==> src/rtl/ptv_machine.sv <==
// Parking-ticket vending machine: accumulates coin credit and pulses
// a registered one-cycle ticket output; excess credit carries forward.
module ptv_machine #(
   parameter int unsigned COIN_A_VALUE = 5,
   parameter int unsigned COIN_B_VALUE = 10,
   parameter int unsigned PRICE        = 20,
   parameter int unsigned CREDIT_W     = 6
) (
   input  logic       clk,
   input  logic       rst,
   input  logic [1:0] in,
   output logic       out
);

   localparam logic [CREDIT_W-1:0] A_V = CREDIT_W'(COIN_A_VALUE);
   localparam logic [CREDIT_W-1:0] B_V = CREDIT_W'(COIN_B_VALUE);
   localparam logic [CREDIT_W-1:0] P_V = CREDIT_W'(PRICE);

   logic [CREDIT_W-1:0] credit;
   logic [CREDIT_W-1:0] coin_val;
   logic [CREDIT_W-1:0] sum;
   logic                paid;

   // Code 11 is treated as no coin.
   always_comb begin
      coin_val = '0;
      unique case (in)
         2'b01:   coin_val = A_V;
         2'b10:   coin_val = B_V;
         default: coin_val = '0;
      endcase
   end

   assign sum  = credit + coin_val;
   assign paid = (sum >= P_V);

   always_ff @(posedge clk) begin
      if (rst) begin
         credit <= '0;
         out    <= 1'b0;
      end else if (paid) begin
         credit <= sum - P_V;
         out    <= 1'b1;
      end else begin
         credit <= sum;
         out    <= 1'b0;
      end
   end

endmodule

==> config.mk <==
export PLATFORM = sky130hd
export DESIGN_NAME = ptv_machine
export DESIGN_NICKNAME = d
export VERILOG_FILES = /design/src/rtl/ptv_machine.sv
export SDC_FILE = /design/constraint.sdc
export NUM_CORES = 1
export LEC_CHECK = 0
export CAP_MARGIN = 20
export CORE_AREA = 2 2 39 41
export CTS_BUF_LIST = sky130_fd_sc_hd__clkbuf_8
export DETAILED_ROUTE_END_ITERATION = 16
export DIE_AREA = 0 0 41 43
export SETUP_SLACK_MARGIN = 0.4
export SKIP_LAST_GASP = 1
export SLEW_MARGIN = 10
export SYNTH_ARGS = -nofsm -noshare
export SYNTH_HDL_FRONTEND = slang
export SYNTH_SLANG_ARGS = --single-unit
==> constraint.sdc <==
create_clock -name clk -period 3.2 [get_ports clk]
set_clock_uncertainty 0.15 [all_clocks]
set_input_delay 0.32 -clock clk [delete_from_list [all_inputs] [get_ports clk]]
set_output_delay 0.32 -clock clk [all_outputs]
set_load 0.02 [all_outputs]
== Yosys cells after proc, flatten, opt, wreduce, memory -nomap -nowiden ==
Cells that the tools add are included.

* Latch bits: 0
* ROM bits: 0
* Memories kept: 0
* Register bits: 7
* Memory bits (writable): 0
* Logic and storage cells: 10

* Order comparisons: 1
* Muxes and demuxes: 3
* Multipliers: 0
* Bitwise logic cells: 0
* Shifts and indexed selects: 0
* Reductions and logical operators: 0
* Add/sub/neg operators: 2
* Divide/modulo/power cells: 0
* Equality and inequality tests: 2

{| class="wikitable"
|+ Operators by type and width
! kind !! count
|-
| $pmux 4 s2 || 1
|-
| $add 6x6->6 || 1
|-
| $ge 6x5->1 const B || 1
|-
| $mux 6 || 1
|-
| $sub 6x5->6 const B || 1
|-
| $eq 2x1->1 const B || 1
|-
| $eq 2x2->1 const B || 1
|-
| $mux 1 || 1
|}

== Longest topological paths before layout ==
Gate-level depths: netlist of run 1.

* Depth in word-level cells: 5
* Gate-level depth with buffers: 13

== Worst setup path after synthesis of run 1 ==
Ideal clock, no wire load.

* Kind: input-to-reg
* From: input in[0]
* To: register credit[2]
* Cell stages on the path: 13
* Path slack: 0.672 ns
* Buffers on the path: 0
* Arrival time: 2.320 ns
* Path through: nor2b_1 nand2_1 fa_1 nor2b_1 nor2_1 xnor2_1 inv_1 ha_1 inv_1 a31o_2 nand3_1 a211oi_1 a31o_1

* Word-level cells in the longest chain between the ends: 5

{| class="wikitable"
|+ RTL lines
! item !! RTL line !! text
|-
| start, declared || 11 || <nowiki>input logic [1:0] in,</nowiki>
|-
| $eq 2x2->1 or $eq 2x1->1 (tied branches) || 27 || <nowiki>unique case (in)</nowiki>
|-
| $pmux 4 s2 * || 27 ||
|-
| $add 6x6->6 * || 34 || <nowiki>assign sum = credit + coin_val;</nowiki>
|-
| $sub 6x5->6 or $ge 6x5->1 (tied branches) || 42, 35 ||
|-
| $mux 6 * || 41 || <nowiki>end else if (paid) begin</nowiki>
|-
| end signal, assigned || 42 || <nowiki>credit <= sum - P_V;</nowiki>
|-
| end signal, assigned || 45 || <nowiki>credit <= sum;</nowiki>
|-
| end, declared || 19 || <nowiki>logic [CREDIT_W-1:0] credit;</nowiki>
|}

Every way passes the cells marked *; elsewhere a longest branch is shown, timed or not.
A chain may end at the register's enable or synchronous reset.

== Worst setup path after layout of run 1 ==
* From: input in[1]
* To: register credit[3]

The elaborated chain is that of the path after synthesis.

==> results of run 1 <==
power groups by stage:
stage               combinational, mW  clock, mW  sequential (mW)
floorplan                       0.138          0            0.126
global placement                0.202          0            0.127
detailed placement              0.205          0            0.127
CTS                             0.257      0.123            0.126
global route                    0.292      0.127            0.130
finish                          0.264      0.119            0.127
kinds of logic after synthesis:
| family | share of synthesized area, % |
|---|---|
| simple gates | 23.3 |
| compound gates | 29.1 |
| xor+xnor | 6.53 |
| fa+ha+maj | 10.7 |
| flops | 26.1 |
| buf+inv | 4.19 |
per-stage QoR:
stage	power [mW]	setup slack [ns]	TNS, ns	cells	area, um2
3_3_place_gp	0.329	0.0155	0	89	646
3_5_place_dp	0.333	-0.0815	-0.0937	89	646
6_report	0.510	0.586	0	97	766
2_1_floorplan	0.265	0.672	0	63	537
4_1_cts	0.506	0.637	0	97	766
5_1_grt	0.548	0.432	0	97	766
cells in the final DEF (no fill, tap or decap), drive strengths merged:
master         Yosys  layout
a211oi             2       2
a21o               2       2
a21oi              4       4
a31o               3       3
a41o               1       1
and2               1       1
buf                0      11
clkbuf             1       3
clkdlybuf4s50      0       2
dfxtp              7       7
dlygate4sd2        0       2
fa                 1       1
ha                 3       3
inv                5       6
nand2              4       4
nand2b             4       4
nand3              3       3
nor2               6       6
nor2b              4       4
nor3b              1       1
o211a              3       3
o211ai             2       2
o21ai              1       1
or3                1       1
xnor2              4       4
flip-flops by register name, indices dropped and copies added, names as in the netlist:
register  cells
credit        6
out           1
timing repair:
action / in CTS / in global routing
endpoints found under the setup margin: 5 / 0
hold buffers: 0 / 0
gates resized for setup: 13 / 0
setup buffers: 4 / 0
final cells by class:
type	count	area (um2)
clock buffers	3	41.3
clock inverters	1	3.75
fillers	141	618
inverters	5	18.8
multi-input cells	50	422
flip-flops and latches	7	140
well taps	16	20.0
repair buffers	15	120
worst max-delay path: cells and delay by family:
kind	cells	cell delay (ns)
adders and majority gates	2	0.54
and+or+nand+nor	5	0.63
xor gates and xnor gates	1	0.12
buffers and inverters	3	0.43
AOI/OAI and AO/OA	3	0.53
layer usage:
layer	track usage [%]	routed length, um	up-vias
li1	-	-	259
met1	20.9	523	226
met2	26.9	608	4
met3	1.57	14	4
met4	14.0	30	0
met5	0	0	-
worst max path at each step:
stage	from	to	slack (ns)	depth (start not counted)
after global routing	in[1]	credit[2]$_SDFF_PP0_	0.43	14
after floorplan	in[0]	credit[2]$_SDFF_PP0_	0.67	13
after detailed placement	in[0]	credit[2]$_SDFF_PP0_	-0.08	14
final	in[1]	credit[3]$_SDFF_PP0_	0.59	14
after global placement	in[0]	credit[2]$_SDFF_PP0_	0.02	14
after CTS	in[1]	credit[3]$_SDFF_PP0_	0.64	14
==> run metrics, run 1 <==
root buf cell=clkbuf_8; Final period util=between 80% and 90%; leak pwr=roughly 0.35 nW; first-pass GRT wire length=between 2000 and 2500 um; number of flops mapped to enable cells by yosys=0; CP max FO=5; crit-path max cell delay=around 0.36 ns; n_diodes=0; clock transition at the registers of the reported paths=0.04 ns; maximum achievable frequency=383 MHz; Worst R2R Setup Slack=0.72 ns; initial core utilization=between 30 and 40%; DP HPWL=between 800 and 900 um; routed len/inst=12.1 um; Mapped Area=537 um2; share of the synthesized area in the top cell type=a little over a quarter; slowest CP cell=fa_2; share of cells above drive strength 1=37.0%; Layout Nets=90; Reg power frac=about a quarter; critical path class=in2reg; CTS sink count=7; most frequent cells after synthesis=dfxtp_1, nor2_1; hold_ws=roughly 0.46 ns; class of the worst hold path=reg2reg; final hold viol count=0; FP Rows=14; Avg Cell Area, Syn=between 8 and 9 um2; synthesized flop and latch total=7; max_slew headroom=between 70% and 80%; RSZ-0062 raised after global routing=no; vias per cell=5.08; Req. time, crit path=3.17 ns; crit end category=flop; P_int=approximately 330 uW; sequential share of the synthesized area=between 20% and 30%; fin crit period=between 2 and 3 ns; YS warnings=0; Post-Syn Instances=between 60 and 70; clk_lat worst skew=0.23 ns; WHS Endpoint=credit[0]$_SDFF_PP0_; sw frac=35.2%; distinct cell type count after synthesis=28; num ports=5; synth-to-layout area growth=42.7%; Startpoint Class=primary input; cell taking the most area after synthesis=dfxtp_1; cts bufs inserted=3; ranking of synthesized cells by area=dfxtp_1, ha_1, xnor2_1; Peak VDD IR=between 0.3 and 0.4 mV; Clock Tree Buf Depth=2; Psw=around 180 uW; RR Startpoint=credit[0]$_SDFF_PP0_; Synth Flop Type=dfxtp_1; GRT Total Usage=around 18%; CTS tree=done; Pre-Repair DR Iteration Count=4; grt total ovfl=0; run status=complete, no violations; Arr. time, crit path=about 2.6 ns; Max Cap Viol=0; crit path cell chain=dlygate4sd2_1, nor2b_4, nand2_1, fa_2, nor2b_1, nor2_2, xnor2_2, inv_1, ha_2, inv_1, a31o_2, nand3_4, a21oi_1, a31o_2; Core Area=0.00138 mm2; Register-to-Register Path Depth=12; total wire length=1180 um; hold path start=credit[0]$_SDFF_PP0_; largest net degree at the start of global routing=11; Die ar.=0.00176 mm2; Clk pwr share=a little under a quarter; Final Core Density=a little under three fifths; max-slew violations=0; setup violators final=0; Post-synth ARST share=0%; top-count cell post-synth=dfxtp_1; Detail Route Antenna Nets=0; Hold Path Cell Cnt=2; initial antenna violation count=0; synthesized net count=between 70 and 80; combinational share of power=roughly half; # port buffers=4; Iter 0 DRT Violations=9; chip width=approximately 41 um; die height=~43 um; DRC=0; Power per Cell Area=roughly 670 mW/mm2; CTS H-tree depth=1; routed vias=between 400 and 500; Worst R2R End=credit[3]$_SDFF_PP0_; vias in the first global route=between 500 and 600; worst slew pin tran=0.379 ns; gpl congestion=roughly 0.67
Power figures use the tool's default switching activity.
==> run 2, diff against run 1 <==
==> constraint.sdc (replaced) <==
create_clock -name clk -period 2.2 [get_ports clk]
set_clock_uncertainty 0.15 [all_clocks]
set_input_delay 0.22 -clock clk [delete_from_list [all_inputs] [get_ports clk]]
set_output_delay 0.22 -clock clk [all_outputs]
set_load 0.02 [all_outputs]
==> run 2 against run 1 <==
The run now ends with setup timing left. Clock-buffer cell count stayed put. Critical endpoint is now credit[2]$_SDFF_PP0_. Die area stayed put. Sequential cell count stayed put. Critical path depth is 3 lower. First-iteration DRC count is 22% lower. Via count is 5.7% higher. Register-to-register slack worse by 0.82 ns. Wire length is 7.8% higher. Largest cell class unchanged. Highest routed layer unchanged. Core utilization is 9.0 points higher. Combinational power is 91% higher. Non-clock buffer count is 8 higher. Sequential power is 50% higher. Largest power group unchanged.
==> run metrics, run 2 (same netlist as run 1, synthesis figures left out) <==
run status=finished with violations; failing checks=setup timing; Power per Cell Area=980 mW/mm2 (+47%); Psw=308 uW (+72%); CP Buf/Inv Count=2 (-1); crit path to=credit[2]$_SDFF_PP0_; CTS H-tree depth=1 (unchanged); sw frac=35.4% (+0.20 points); root buf cell=clkbuf_8; synth-to-layout area growth=65.7%; fin crit period=between 2 and 2.5 ns; critical path class=reg2reg; die height=43 um (unchanged); final hold viol count=0 (unchanged); total wire length=1270 um (+7.8%); Worst R2R End=credit[2]$_SDFF_PP0_; grt met3 use=1.57% (unchanged); class of the worst hold path=in2reg; Worst R2R Setup Slack=-0.1 ns (-0.82 ns); vias per cell=4.96 (-2.4%); final setup margin=-0.0973 ns (-0.683 ns); Req. time, crit path=2.17 ns (-1.00 ns); commonest non-fill, non-tap cell in the layout=buf_4; clock transition at the registers of the reported paths=0.04 ns (about the same); n_diodes=0 (unchanged); first-pass GRT wire length=2040 um (-1.7%); crit path cell chain=inv_2, fa_2, nor2b_4, nor2_4, xnor2_2, buf_4, ha_4, a31o_4, nand3_4, a211oi_2, a31o_1; Register-to-Register Path Depth=11 (-1); Die ar.=0.00176 mm2 (unchanged); clk_lat worst skew=0.23 ns (about the same); P_int=563 uW (+70%); Largest regs=credit (6), out (1); Peak VDD IR=0.519 mV (+49%); # port buffers=4 (unchanged); share of cells above drive strength 1=58.4% (+21 points); RSZ-0062 raised after global routing=yes; DRC=0 (unchanged); met2 Use GR=28.7% (+1.9 points); initial antenna violation count=0 (unchanged); CTS tree=done; CTS sink count=7 (unchanged); Startpoint Class=flop; Final Core Density=64.3% (+9.0 points); Crit path depth=11 (-3); Arr. time, crit path=2.26 ns (-0.32 ns); CP max FO=5 (unchanged); chip width=41 um (unchanged); Iter 0 DRT Violations=7 (-2); Layout Nets=98 (+8.9%); Detail Route Antenna Nets=0 (unchanged); family with the most delay on the worst path=adder cells; slowest CP cell=fa_2; routed vias=521 (+5.7%); maximum achievable frequency=approximately 440 MHz; num ports=5 (unchanged); Max Cap Viol=0 (unchanged); Core Area=0.00138 mm2 (unchanged); RR Startpoint=credit[1]$_SDFF_PP0_; hold bufs inserted after CTS=0 (unchanged); Reg with most FFs=credit; gpl congestion=0.760 (+14%); combinational share of power=57.8% (+6.0 points); hold_ws=0.401 ns (-0.0577 ns); setup TNS=-0.286 ns (-0.286 ns); Register Area=143 um2 (+1.8%); area of the multi-input gates=490 um2 (+16%); routed len/inst=12.1 um (-0.39%); busiest grt layer=met2; GRT Total Usage=17.6% (+0.065 points); Final period util=104%; setup violators final=5 (+5); largest net degree at the start of global routing=11 (unchanged); crit-path max cell delay=0.39 ns (+0.03 ns); crit end category=flop; Critical Path Start=credit[1]$_SDFF_PP0_; initial core utilization=38.8% (unchanged); Pre-Repair DR Iteration Count=4 (unchanged); vias in the first global route=516 (+1.8%); leak pwr=0.406 nW (+15%); Reg power frac=21.9% (-2.9 points); max-slew violations=0 (unchanged); worst slew pin tran=0.402 ns (+0.0229 ns); met1 usage=20.1% (-0.79 points); Largest register FFs=6 (unchanged); grt total ovfl=0 (unchanged); max_slew headroom=73.1% (-1.5 points); Clock Tree Buf Depth=2 (unchanged); FP Rows=14 (unchanged); DP HPWL=861 um (+4.2%); most frequent cells in the layout=buf_4, nor2_1, dfxtp_1; number of fill cells=113 (-20%); Clk pwr share=20.3% (-3.1 points); cts bufs inserted=3 (unchanged)
## run 2: cell types whose count changed in the layout (fill, tap and decap cells not counted), sizes merged
cell,previous run,this run
buf,11,21
dlygate4sd2,2,0
## run 2: worst min-delay path by stage
stage	from	to	slack, ns	depth (start not counted)
2_1_floorplan	in[1]	credit[0]$_SDFF_PP0_	0.32	3
3_3_place_gp	credit[0]$_SDFF_PP0_	credit[0]$_SDFF_PP0_	0.50	3
3_5_place_dp	credit[0]$_SDFF_PP0_	credit[0]$_SDFF_PP0_	0.51	3
4_1_cts	in[1]	credit[1]$_SDFF_PP0_	0.41	4
5_1_grt	in[1]	credit[1]$_SDFF_PP0_	0.42	4
6_report	in[1]	credit[1]$_SDFF_PP0_	0.40	4
## run 2: cell type report
| class | instances | area share (%) |
|---|---|---|
| Tap cell | 16 | 2.25 |
| Timing Repair Buffer | 23 | 19.4 |
| Multi-Input combinational cell | 50 | 55.1 |
| Inverter | 5 | 2.11 |
| Clock inverter | 1 | 0.422 |
| Sequential cell | 7 | 16.0 |
| Clock buffer | 3 | 4.64 |
## run 2: layer usage
metal / part of all wire [%] / vias to the layer above
met5: 0 / -
met4: 2.7 / 0
met3: 2.7 / 4
met2: 51 / 10
met1: 43 / 232
li1: - / 275
## run 2: worst register-to-register path: cells and delay by family (launching register included)
family,cells,cell delay (ns)
fa+ha+maj,2,0.54
xor+xnor,1,0.14
compound gates,3,0.50
simple gates,3,0.31
flops,1,0.35
buf+inv,2,0.19
## run 2: repair_timing
item	in CTS	in global routing
pin swaps	12	5
setup buffers	7	1
setup endpoints to repair	5	5
gates resized for setup	23	5
gates cloned	0	0
## run 2: stage by stage
stage                     std cells  total power, mW  setup WS (ns)  area [um2]
after floorplan                  63            0.397         -0.106         563
after global placement           93            0.495         -0.729         702
after detailed placement         93            0.501         -0.774         702
after CTS                       104            0.831        -0.0765         861
after global routing            105            0.929         -0.192         890
final                           105            0.871        -0.0973         890
## run 2: power groups by stage
stage	Combinational [mW]	Sequential [mW]	Clock (mW)
2_1_floorplan	0.212	0.184	0
3_3_place_gp	0.311	0.184	0
3_5_place_dp	0.316	0.185	0
4_1_cts	0.463	0.189	0.180
5_1_grt	0.548	0.194	0.186
6_report	0.503	0.191	0.177
